## src/rtl/rf_pkg.sv

```systemverilog
// rf_pkg: shared types and constants for the register-file writeback arbiter
package rf_pkg;
    localparam int XLEN = 32;
    localparam logic [4:0] REG_ZERO = 5'd0;

    // valid = 0 marks an entry killed by a younger ALU write; it still holds its slot
    typedef struct packed {
        logic            valid;
        logic [4:0]      rd;
        logic [XLEN-1:0] data;
    } wb_entry_t;
endpackage

```

## src/rtl/rf_wb_fifo.sv

```systemverilog
// rf_wb_fifo: ordered buffer of pending load results with kill-by-rd and rd-match lookup
// Ports: push/push_entry enqueue at tail; pop dequeues head; kill_en/kill_rd invalidate
// every entry with that rd; match_a/match_b return per-entry hits in age order
// (bit 0 = oldest); head/count expose the head entry and occupancy.
// With RF_WB_FWD_EN defined, age_data exposes entry data in the same age order.
module rf_wb_fifo
    import rf_pkg::*;
#(
    parameter int DEPTH = 2
) (
    input  logic                    clk,
    input  logic                    rst_n,
    input  logic                    push,
    input  wb_entry_t               push_entry,
    input  logic                    pop,
    input  logic                    kill_en,
    input  logic [4:0]              kill_rd,
    input  logic [4:0]              match_a,
    input  logic [4:0]              match_b,
    output wb_entry_t               head,
    output logic [$clog2(DEPTH):0]  count,
    output logic [DEPTH-1:0]        hit_a,
    output logic [DEPTH-1:0]        hit_b
`ifdef RF_WB_FWD_EN
    ,
    output logic [DEPTH-1:0][XLEN-1:0] age_data
`endif
);
    localparam int AW = $clog2(DEPTH);
    localparam int CW = AW + 1;

    wb_entry_t      mem [DEPTH];
    wb_entry_t      slot;
    logic [AW-1:0]  wr_ptr;
    logic [AW-1:0]  rd_ptr;

    assign head = mem[rd_ptr];

    always_ff @(posedge clk or negedge rst_n) begin
        if (!rst_n) begin
            wr_ptr <= '0;
            rd_ptr <= '0;
            count  <= '0;
            for (int i = 0; i < DEPTH; i++) mem[i] <= '0;
        end else begin
            for (int i = 0; i < DEPTH; i++)
                if (kill_en && mem[i].valid && mem[i].rd == kill_rd) mem[i].valid <= 1'b0;
            if (push) begin
                mem[wr_ptr] <= push_entry;
                wr_ptr      <= wr_ptr + 1'b1;
            end
            // clearing valid on pop keeps unoccupied slots from ever matching
            if (pop) begin
                mem[rd_ptr].valid <= 1'b0;
                rd_ptr            <= rd_ptr + 1'b1;
            end
            count <= count + CW'(push) - CW'(pop);
        end
    end

    always_comb begin
        hit_a = '0;
        hit_b = '0;
        slot  = '0;
`ifdef RF_WB_FWD_EN
        age_data = '0;
`endif
        for (int i = 0; i < DEPTH; i++) begin
            slot     = mem[rd_ptr + AW'(i)];
            hit_a[i] = slot.valid && slot.rd == match_a;
            hit_b[i] = slot.valid && slot.rd == match_b;
`ifdef RF_WB_FWD_EN
            age_data[i] = slot.data;
`endif
        end
    end
endmodule

```

## src/rtl/rf_wb_arb.sv

```systemverilog
// rf_wb_arb: merges ALU writeback and LSU load returns onto the single register-file write port
// Ports: alu_we/alu_rd/alu_wdata ALU writeback (highest priority); lsu_valid/lsu_ready/
// lsu_rd/lsu_wdata load-return handshake; rf_we/rf_rd/rf_wdata register-file write port;
// rs1/rs2 decode sources with hz1/hz2 hazards and fwd1/fwd2 forwarded load data;
// alu_hold asks the pipeline to drop its ALU write next cycle so a starved head can drain.
// Build option RF_WB_FWD_EN: forward buffered load data instead of raising hazards.
module rf_wb_arb
    import rf_pkg::*;
#(
    parameter int LSU_DEPTH  = 2,
    parameter int STARVE_MAX = 4
) (
    input  logic        clk,
    input  logic        rst_n,
    input  logic        alu_we,
    input  logic [4:0]  alu_rd,
    input  logic [31:0] alu_wdata,
    input  logic        lsu_valid,
    output logic        lsu_ready,
    input  logic [4:0]  lsu_rd,
    input  logic [31:0] lsu_wdata,
    output logic        rf_we,
    output logic [4:0]  rf_rd,
    output logic [31:0] rf_wdata,
    input  logic [4:0]  rs1,
    input  logic [4:0]  rs2,
    output logic        hz1,
    output logic        hz2,
    output logic        fwd1_valid,
    output logic        fwd2_valid,
    output logic [31:0] fwd1_data,
    output logic [31:0] fwd2_data,
    output logic        alu_hold
);
    localparam int CW = $clog2(LSU_DEPTH) + 1;
    localparam int SW = $clog2(STARVE_MAX + 1);

    wb_entry_t              head;
    wb_entry_t              push_entry;
    logic [CW-1:0]          count;
    logic [LSU_DEPTH-1:0]   m1;
    logic [LSU_DEPTH-1:0]   m2;
    logic [SW-1:0]          starve;
    logic                   alu_w, empty, xfer, pop, bypass, drop, push, hit1, hit2;

    assign alu_w      = alu_we && alu_rd != REG_ZERO;
    assign empty      = count == '0;
    assign lsu_ready  = count != CW'(LSU_DEPTH);
    assign xfer       = lsu_valid && lsu_ready;
    assign pop        = !alu_w && !empty;
    // no bypass during reset so rf_we follows alu_we alone
    assign bypass     = !alu_w && empty && xfer && rst_n;
    // x0 loads and loads overtaken by a same-cycle ALU write to the same rd are discarded
    assign drop       = lsu_rd == REG_ZERO || (alu_w && lsu_rd == alu_rd);
    assign push       = xfer && !bypass && !drop;
    assign push_entry = '{valid: 1'b1, rd: lsu_rd, data: lsu_wdata};

    assign rf_we    = alu_w || (pop && head.valid) || (bypass && lsu_rd != REG_ZERO);
    assign rf_rd    = alu_w ? alu_rd : pop ? head.rd : lsu_rd;
    assign rf_wdata = alu_w ? alu_wdata : pop ? head.data : lsu_wdata;

    assign alu_hold = starve >= SW'(STARVE_MAX);

    always_ff @(posedge clk or negedge rst_n) begin
        if (!rst_n) starve <= '0;
        else if (empty || pop) starve <= '0;
        else if (!alu_hold) starve <= starve + 1'b1;
    end

`ifdef RF_WB_FWD_EN
    logic [LSU_DEPTH-1:0][XLEN-1:0] age_data;
`endif

    rf_wb_fifo #(.DEPTH(LSU_DEPTH)) u_fifo (
        .clk        (clk),
        .rst_n      (rst_n),
        .push       (push),
        .push_entry (push_entry),
        .pop        (pop),
        .kill_en    (alu_w),
        .kill_rd    (alu_rd),
        .match_a    (rs1),
        .match_b    (rs2),
        .head       (head),
        .count      (count),
        .hit_a      (m1),
        .hit_b      (m2)
`ifdef RF_WB_FWD_EN
        ,
        .age_data   (age_data)
`endif
    );

    assign hit1 = rs1 != REG_ZERO && |m1;
    assign hit2 = rs2 != REG_ZERO && |m2;

`ifdef RF_WB_FWD_EN
    // later (younger) matches override older ones
    always_comb begin
        fwd1_data = '0;
        fwd2_data = '0;
        for (int i = 0; i < LSU_DEPTH; i++) begin
            if (m1[i] && rs1 != REG_ZERO) fwd1_data = age_data[i];
            if (m2[i] && rs2 != REG_ZERO) fwd2_data = age_data[i];
        end
    end
    assign fwd1_valid = hit1;
    assign fwd2_valid = hit2;
    assign hz1        = 1'b0;
    assign hz2        = 1'b0;
`else
    assign hz1        = hit1;
    assign hz2        = hit2;
    assign fwd1_valid = 1'b0;
    assign fwd2_valid = 1'b0;
    assign fwd1_data  = '0;
    assign fwd2_data  = '0;
`endif
endmodule

```

## config.mk

```make
export PLATFORM = sky130hd
export DESIGN_NAME = rf_wb_arb
export DESIGN_NICKNAME = d
export VERILOG_FILES = /design/src/rtl/rf_pkg.sv /design/src/rtl/rf_wb_fifo.sv /design/src/rtl/rf_wb_arb.sv
export SDC_FILE = /design/constraint.sdc
export NUM_CORES = 1
export LEC_CHECK = 0
export CAP_MARGIN = 15
export CELL_PAD_IN_SITES_DETAIL_PLACEMENT = 0
export CELL_PAD_IN_SITES_GLOBAL_PLACEMENT = 1
export CORE_AREA = 2 2 125 127
export DETAILED_ROUTE_END_ITERATION = 16
export DIE_AREA = 0 0 127 129
export PLACE_DENSITY_LB_ADDON = 0.1
export SLEW_MARGIN = 10
export SYNTH_ARGS = -nofsm -noshare
export SYNTH_HDL_FRONTEND = slang
export SYNTH_SLANG_ARGS = --single-unit
```

## constraint.sdc

```tcl
create_clock -name clk -period 5.37 [get_ports clk]
set_clock_uncertainty 0.05 [all_clocks]
set_input_delay 0.537 -clock clk [delete_from_list [all_inputs] [get_ports clk]]
set_output_delay 0.537 -clock clk [all_outputs]
set_load 0.005 [all_outputs]
```

==> results of run 1 <==
## kinds of logic (layout without fill, tap and decap cells)
group                    count (synthesis)  after routing  synth area share [%]
AND/OR/NAND/NOR                        103            103                  8.92
AO/OA/AOI/OAI                          103            103                  12.3
other                                    1             66                0.0687
XOR/XNOR                                36             36                  5.78
buffers and inverters                  113            163                  13.0
flip-flops                              83             83                  38.1
multiplexers                            98             98                  21.0
adder cells (fa/ha/maj)                  4              4                 0.917
## power breakdown
part	switching [uW]	internal, uW	total (uW)	leakage (uW)
logic	823	1020	1850	0.00184
registers	263	947	1210	0.000984
clock network	248	434	682	0.000158
total	1330	2410	3740	0.00298
## worst max path at each step
stage | startpoint | to | slack, ps
5_1_grt | alu_rd[2] | rf_wdata[23] | 1010
2_1_floorplan | alu_rd[2] | rf_wdata[13] | 2750
3_3_place_gp | alu_rd[2] | rf_wdata[20] | 1180
6_report | alu_rd[2] | rf_wdata[13] | 1140
4_1_cts | alu_rd[2] | rf_wdata[13] | 1080
3_5_place_dp | alu_rd[2] | rf_wdata[13] | 1110
## cell usage after synthesis (all sizes together), types with 6 or more instances
cell type,count
dfrtp,83
buf,77
mux2,75
nand2,41
a21oi,38
o21ai,28
clkbuf,25
mux2i,23
nor2,21
a221o,20
xor2,20
xnor2,16
inv,11
nand3,11
nand3b,10
nor3,6
## worst reg2reg max path, delay by kind of cell (launching register included)
family	cells	cell delay [ps]
compound gates	2	320
buf+inv	1	500
mux	1	420
flops	1	430
simple gates	2	1060
## through the flow
stage	instances	setup slack, ps
2_1_floorplan	606	2750
3_3_place_gp	828	1180
3_5_place_dp	828	1110
4_1_cts	844	1080
5_1_grt	844	1010
6_report	844	1140
## cell usage in the layout (no fill, tap or decap), types with 2 or more instances in the layout
master | synthesis | final
sky130_fd_sc_hd__mux2_4 | 19 | 19
sky130_fd_sc_hd__a21oi_1 | 38 | 38
sky130_fd_sc_hd__xnor2_1 | 16 | 16
sky130_fd_sc_hd__o211ai_1 | 4 | 4
sky130_fd_sc_hd__nand3_1 | 11 | 11
sky130_fd_sc_hd__buf_4 | 68 | 8
sky130_fd_sc_hd__a221o_1 | 20 | 20
sky130_fd_sc_hd__or4_1 | 2 | 2
sky130_fd_sc_hd__bufinv_16 | 0 | 2
sky130_fd_sc_hd__clkdlybuf4s50_1 | 0 | 128
sky130_fd_sc_hd__clkbuf_8 | 0 | 2
sky130_fd_sc_hd__o21ai_0 | 28 | 28
sky130_fd_sc_hd__mux2i_1 | 23 | 23
sky130_fd_sc_hd__nor3_2 | 0 | 2
sky130_fd_sc_hd__conb_1 | 1 | 66
sky130_fd_sc_hd__ha_1 | 4 | 4
sky130_fd_sc_hd__nand4_1 | 5 | 5
sky130_fd_sc_hd__clkbuf_16 | 0 | 9
sky130_fd_sc_hd__nor2_1 | 21 | 20
sky130_fd_sc_hd__nand2_1 | 41 | 41
sky130_fd_sc_hd__nor3_1 | 6 | 4
sky130_fd_sc_hd__dfrtp_1 | 83 | 82
sky130_fd_sc_hd__o31ai_1 | 2 | 2
sky130_fd_sc_hd__inv_1 | 11 | 11
sky130_fd_sc_hd__clkinvlp_4 | 0 | 2
sky130_fd_sc_hd__xor2_1 | 20 | 20
sky130_fd_sc_hd__nand3b_1 | 10 | 10
sky130_fd_sc_hd__mux2_2 | 56 | 56
## layer usage
metal,vias to the layer above,track usage (%),share of wire [%]
met4,0,5.49,2.0
met2,136,28.9,48
li1,1996,-,-
met3,17,3.62,5.4
met1,2049,22.5,45
met5,-,0,0
## area by class of cell
cell class	instances	area, um2
multi-input cells	410	2940
clock buffers	11	253
fillers	1439	8010
flip-flops and latches	83	2080
clock inverters	5	83.8
well taps	188	235
repair buffers	136	1340
inverters	11	41.3
==> run_results.csv, run 1 <==
group,metric,value,unit
sta,period_utilization,78.8,%
synth,post_synth.cell_area_avg,10.1,um2
die,placeableCoreArea,15000,um2
detailed_routing,via_count,4198,
power_and_ir_drop,powerDensity,537,nW/um2
global_routing,grt_first_pass_wirelength,22400,um
final_layout,diodes,0,
place,hpwl,10000,um
cts,clkLatencyLatePin,330,ps
sta,final.hold.worst_slack,53.4,ps
place,postPlaceCellArea,6630,um2
synth,postSynthCellCount,541,
cts,numClockSinks,83,
worst_setup_path,critPathMaxStageDelay,850,ps
worst_setup_path,most_prevalent_standard_cell_on_the_critical_path,"sky130_fd_sc_hd__clkdlybuf4s50_1",
cts,holdBufCountCts,0,
synth,synth_top_cell_area_share,38.1,%
power_and_ir_drop,p_total,3740,uW
synth,cell_types_with_the_largest_area_share_after_synthesis,"sky130_fd_sc_hd__dfrtp_1 (38%), sky130_fd_sc_hd__mux2_2 (12%), sky130_fd_sc_hd__buf_4 (9.4%)",
sta,slew-limit-headroom,28.4,%
cts,cts_htree_levels,3,
worst_setup_path,cp_max_fo,21,
global_routing,first_global_vias,4241,
final_layout,final_nets,743,
sta,report.final.hold_viol_count,0,
detailed_routing,detail_route.drc_violations,0,
synth,synth_enable_flop_cells,0,
detailed_routing,vias_per_cell,4.97,
detailed_routing,finalWirelength,14200,um
global_routing,grt_start_max_net_pins,62,
sta,max_slew.worst_pin.slew,1070,ps
run_status,run_status,"completed",
sta,fmaxAchievable,236,MHz
worst_setup_path,crit_path_top_delay_cell,"sky130_fd_sc_hd__nor3_2",
global_routing,grt_overflow,0,
global_routing,track_usage,17.3,%
power_and_ir_drop,ir_drop,178,uV
final_layout,finalCoreUtilization,46.5,%
die,row_count,45,
worst_setup_path,timing.critical_path.from_type,"input pin",
cts,cts_root_buffer,"sky130_fd_sc_hd__clkbuf_16",
final_layout,flow.area_growth_from_synthesis,27.7,%
cts,clk_path_buf_depth,2,
worst_setup_path,worst-setup-path-type,"in -> out",
synth,synthArstFlopShare,100,%
power_and_ir_drop,power.leakage,0.00298,uW
cts,clock_tree_from_tritoncts,"built",
sta,finalMaxSlewViolations,0,
global_routing,grt_antenna_before_repair,0,
final_layout,finish.instance_area,6970,um2
synth,synthDistinctLibCells,43,
die,die_width,127,um
detailed_routing,detail_route.iter0.violations,186,
cts,clkSlewWorstSetupHoldPaths,60,ps
synth,synthDominantAreaCellType,"sky130_fd_sc_hd__dfrtp_1",
die,die_area,16400,um2
sta,rsz_0062_raised_after_global_routing,"false",
die,floorplan.die.height,129,um
synth,yosysSeqAreaShare,38.1,%
synth,syn-cell-area,5460,um2
detailed_routing,number_of_iterations_in_the_first_detailed_routing_pass,4,
worst_setup_path,cp_num_cells,6,
worst_setup_path,reg2reg_slack,2480,ps
die,start_util,36.4,%
sta,layout_min_cycle_time,4230,ps
cts,postCtsSetupBuffers,0,
cts,postCtsResizedCells,0,
die,floorplan.io_pins,196,
hold_path,hold_path.class,"in -> async",
synth,synth_top_flop_cell,"sky130_fd_sc_hd__dfrtp_1",
place,gp_congestion,0.855,
synth,synth_warnings,0,
sta,fin_tns_setup,0,ps
sta,setup-violations-final,0,
synth,ys_ff_latch,83,
worst_setup_path,required,4780,ps
worst_setup_path,worst_setup_path_end_kind,"output pin",
cts,tritoncts_buffer_count,9,
worst_setup_path,reg2reg_depth,6,
worst_setup_path,critical_path.n_buffers_inverters,2,
final_layout,drive_gt1_share,16.5,%
worst_setup_path,critical_path_arrival,3650,ps
detailed_routing,drt.antenna.violating_nets,0,
worst_setup_path,critical_path.cell_chain,"clkdlybuf4s50_1, or3_1, o31a_2, nor3_2, a221o_1, clkdlybuf4s50_1",
worst_setup_path,r2r_start,"u_fifo.count[0]",
worst_setup_path,critical_path.top_delay_family,"simple AND/OR/NAND/NOR gates",
flow_run,max-cap-violations,0,
detailed_routing,routed_wire_length_per_instance,16.8,um
place,port_buffers,129,
Power figures use the tool's default switching activity.
==> run 2: changes to the inputs <==
Settings changed: CORE_AREA 2 2 125 127 to 2 2 136 138, DIE_AREA 0 0 127 129 to 0 0 138 140.
Clock period 5.37 ns to 3.4 ns, I/O delays scaled along.
==> run 2 against run 1 <==
Hold slack gained 340 ps. Utilization shrank 6.8 points. Cell count grew 6.3%. Clock power grew 31%. Sequential share of layout area shrank 0.38 points. Critical path depth is the same. Setup slack lost 970 ps. Register-to-register slack lost 1600 ps.
==> run_results.csv, run 2 (same netlist as run 1, synthesis figures left out) <==
group,metric,value,unit
final_layout,final_nets,756,
final_layout,diodes,0,
run_status,run_status,"completed",
cts,cts_htree_levels,3,
worst_setup_path,worst_setup_path_end_kind,"output pin",
worst_setup_path,timing.critical_path.from_type,"flop",
place,postPlaceCellArea,6790,um2
detailed_routing,via_count,4304,
cts,cts_root_buffer,"sky130_fd_sc_hd__clkbuf_16",
sta,setup-violations-final,0,
cts,postCtsResizedCells,0,
worst_setup_path,reg2reg_depth,6,
place,port_buffers,129,
global_routing,grt_start_max_net_pins,65,
sta,max_slew.worst_pin.slew,833,ps
place,hpwl,11000,um
cts,tritoncts_buffer_count,9,
worst_setup_path,reg2reg_slack,880,ps
global_routing,grt_overflow,0,
power_and_ir_drop,power.leakage,0.00301,uW
hold_path,hold_path.class,"in -> async",
die,floorplan.io_pins,196,
worst_setup_path,r2r_start,"u_fifo.count[0]",
sta,layout_min_cycle_time,3240,ps
die,die_width,138,um
die,floorplan.die.height,140,um
detailed_routing,vias_per_cell,4.80,
cts,clock_tree_from_tritoncts,"built",
sta,report.final.hold_viol_count,0,
sta,rsz_0062_raised_after_global_routing,"false",
final_layout,finish.instance_area,7060,um2
detailed_routing,detail_route.iter0.violations,150,
worst_setup_path,critical_path_arrival,2850,ps
final_layout,commonest_non_fill_non_tap_cell_in_the_layout,"sky130_fd_sc_hd__clkdlybuf4s50_1",
worst_setup_path,required,3010,ps
die,row_count,49,
cts,holdBufCountCts,1,
cts,clkLatencyLatePin,340,ps
cts,numClockSinks,83,
global_routing,track_usage,15.5,%
die,start_util,30.7,%
final_layout,most-common-layout-cells,"sky130_fd_sc_hd__clkdlybuf4s50_1 (128), sky130_fd_sc_hd__dfrtp_1 (82), sky130_fd_sc_hd__conb_1 (66)",
power_and_ir_drop,powerDensity,822,nW/um2
sta,fin_tns_setup,0,ps
sta,finalMaxSlewViolations,0,
final_layout,fillCellCount,1766,
die,die_area,19300,um2
cts,clkSlewWorstSetupHoldPaths,60,ps
cts,clk_path_buf_depth,2,
sta,fmaxAchievable,309,MHz
final_layout,finalCoreUtilization,39.7,%
cts,postCtsSetupBuffers,0,
worst_setup_path,worst-setup-path-type,"reg -> out",
detailed_routing,detail_route.drc_violations,0,
detailed_routing,drt.antenna.violating_nets,0,
global_routing,first_global_vias,4437,
flow_run,max-cap-violations,0,
power_and_ir_drop,ir_drop,326,uV
final_layout,drive_gt1_share,17.4,%
power_and_ir_drop,p_total,5800,uW
sta,slew-limit-headroom,44.5,%
die,placeableCoreArea,17800,um2
detailed_routing,routed_wire_length_per_instance,17.0,um
global_routing,grt_antenna_before_repair,0,
global_routing,grt_first_pass_wirelength,23900,um
sta,period_utilization,95.2,%
detailed_routing,finalWirelength,15300,um
worst_setup_path,cp_max_fo,26,
detailed_routing,number_of_iterations_in_the_first_detailed_routing_pass,4,
final_layout,flow.area_growth_from_synthesis,29.4,%
place,gp_congestion,0.790,
-- run 2: worst max-delay path by stage --
stage,endpoint,cells after the start,start,slack [ps]
finish,hz2,6,u_fifo.rd_ptr,160
global route,hz2,6,u_fifo.rd_ptr,30
CTS,hz2,6,u_fifo.rd_ptr,150
detailed placement,rf_rd[0],6,alu_rd[2],240
global placement,rf_rd[0],6,alu_rd[2],260
floorplan,u_fifo.count[1],10,alu_rd[2],1060
-- run 2: layout make-up --
type                       instances  area [um2]  area share (%)
tap                              229         287            4.06
clock inverter                     2        12.5           0.177
inverter                          11        41.3           0.585
multi-input combinational        410        2940            41.6
sequential                        83        2080            29.4
timing repair buffer             149        1450            20.6
clock buffer                      13         250            3.55
-- run 2: per-stage QoR --
stage	setup slack (ps)	std cells	hold slack, ps
final	163	897	389
after global routing	32.9	897	428
after CTS	149	897	393
after detailed placement	245	881	220
after global placement	262	881	215
after floorplan	1060	606	-5.59
-- run 2: critical path: stages, from the launching register on --
cell and delay (ps):
sky130_fd_sc_hd__dfrtp_2 740, sky130_fd_sc_hd__mux2i_1 470, sky130_fd_sc_hd__xnor2_1 110, sky130_fd_sc_hd__a2111oi_0 400, sky130_fd_sc_hd__nand4_1 150, sky130_fd_sc_hd__o21ai_0 110, sky130_fd_sc_hd__clkdlybuf4s50_1 530
-- run 2: layer usage --
| layer | vias to the layer above | GRT usage [%] | wire [um] |
|---|---|---|---|
| li1 | 2025 | - | - |
| met3 | 16 | 4.27 | 859 |
| met4 | 0 | 4.35 | 226 |
| met2 | 140 | 26.9 | 7530 |
| met5 | - | 0 | 0 |
| met1 | 2123 | 19.0 | 6660 |
-- run 2: where the power goes --
group	leakage (uW)	total [uW]	switching (uW)	internal [uW]
registers	0.000984	1920	420	1500
logic	0.00191	2990	1330	1660
clock network	0.000126	894	384	510
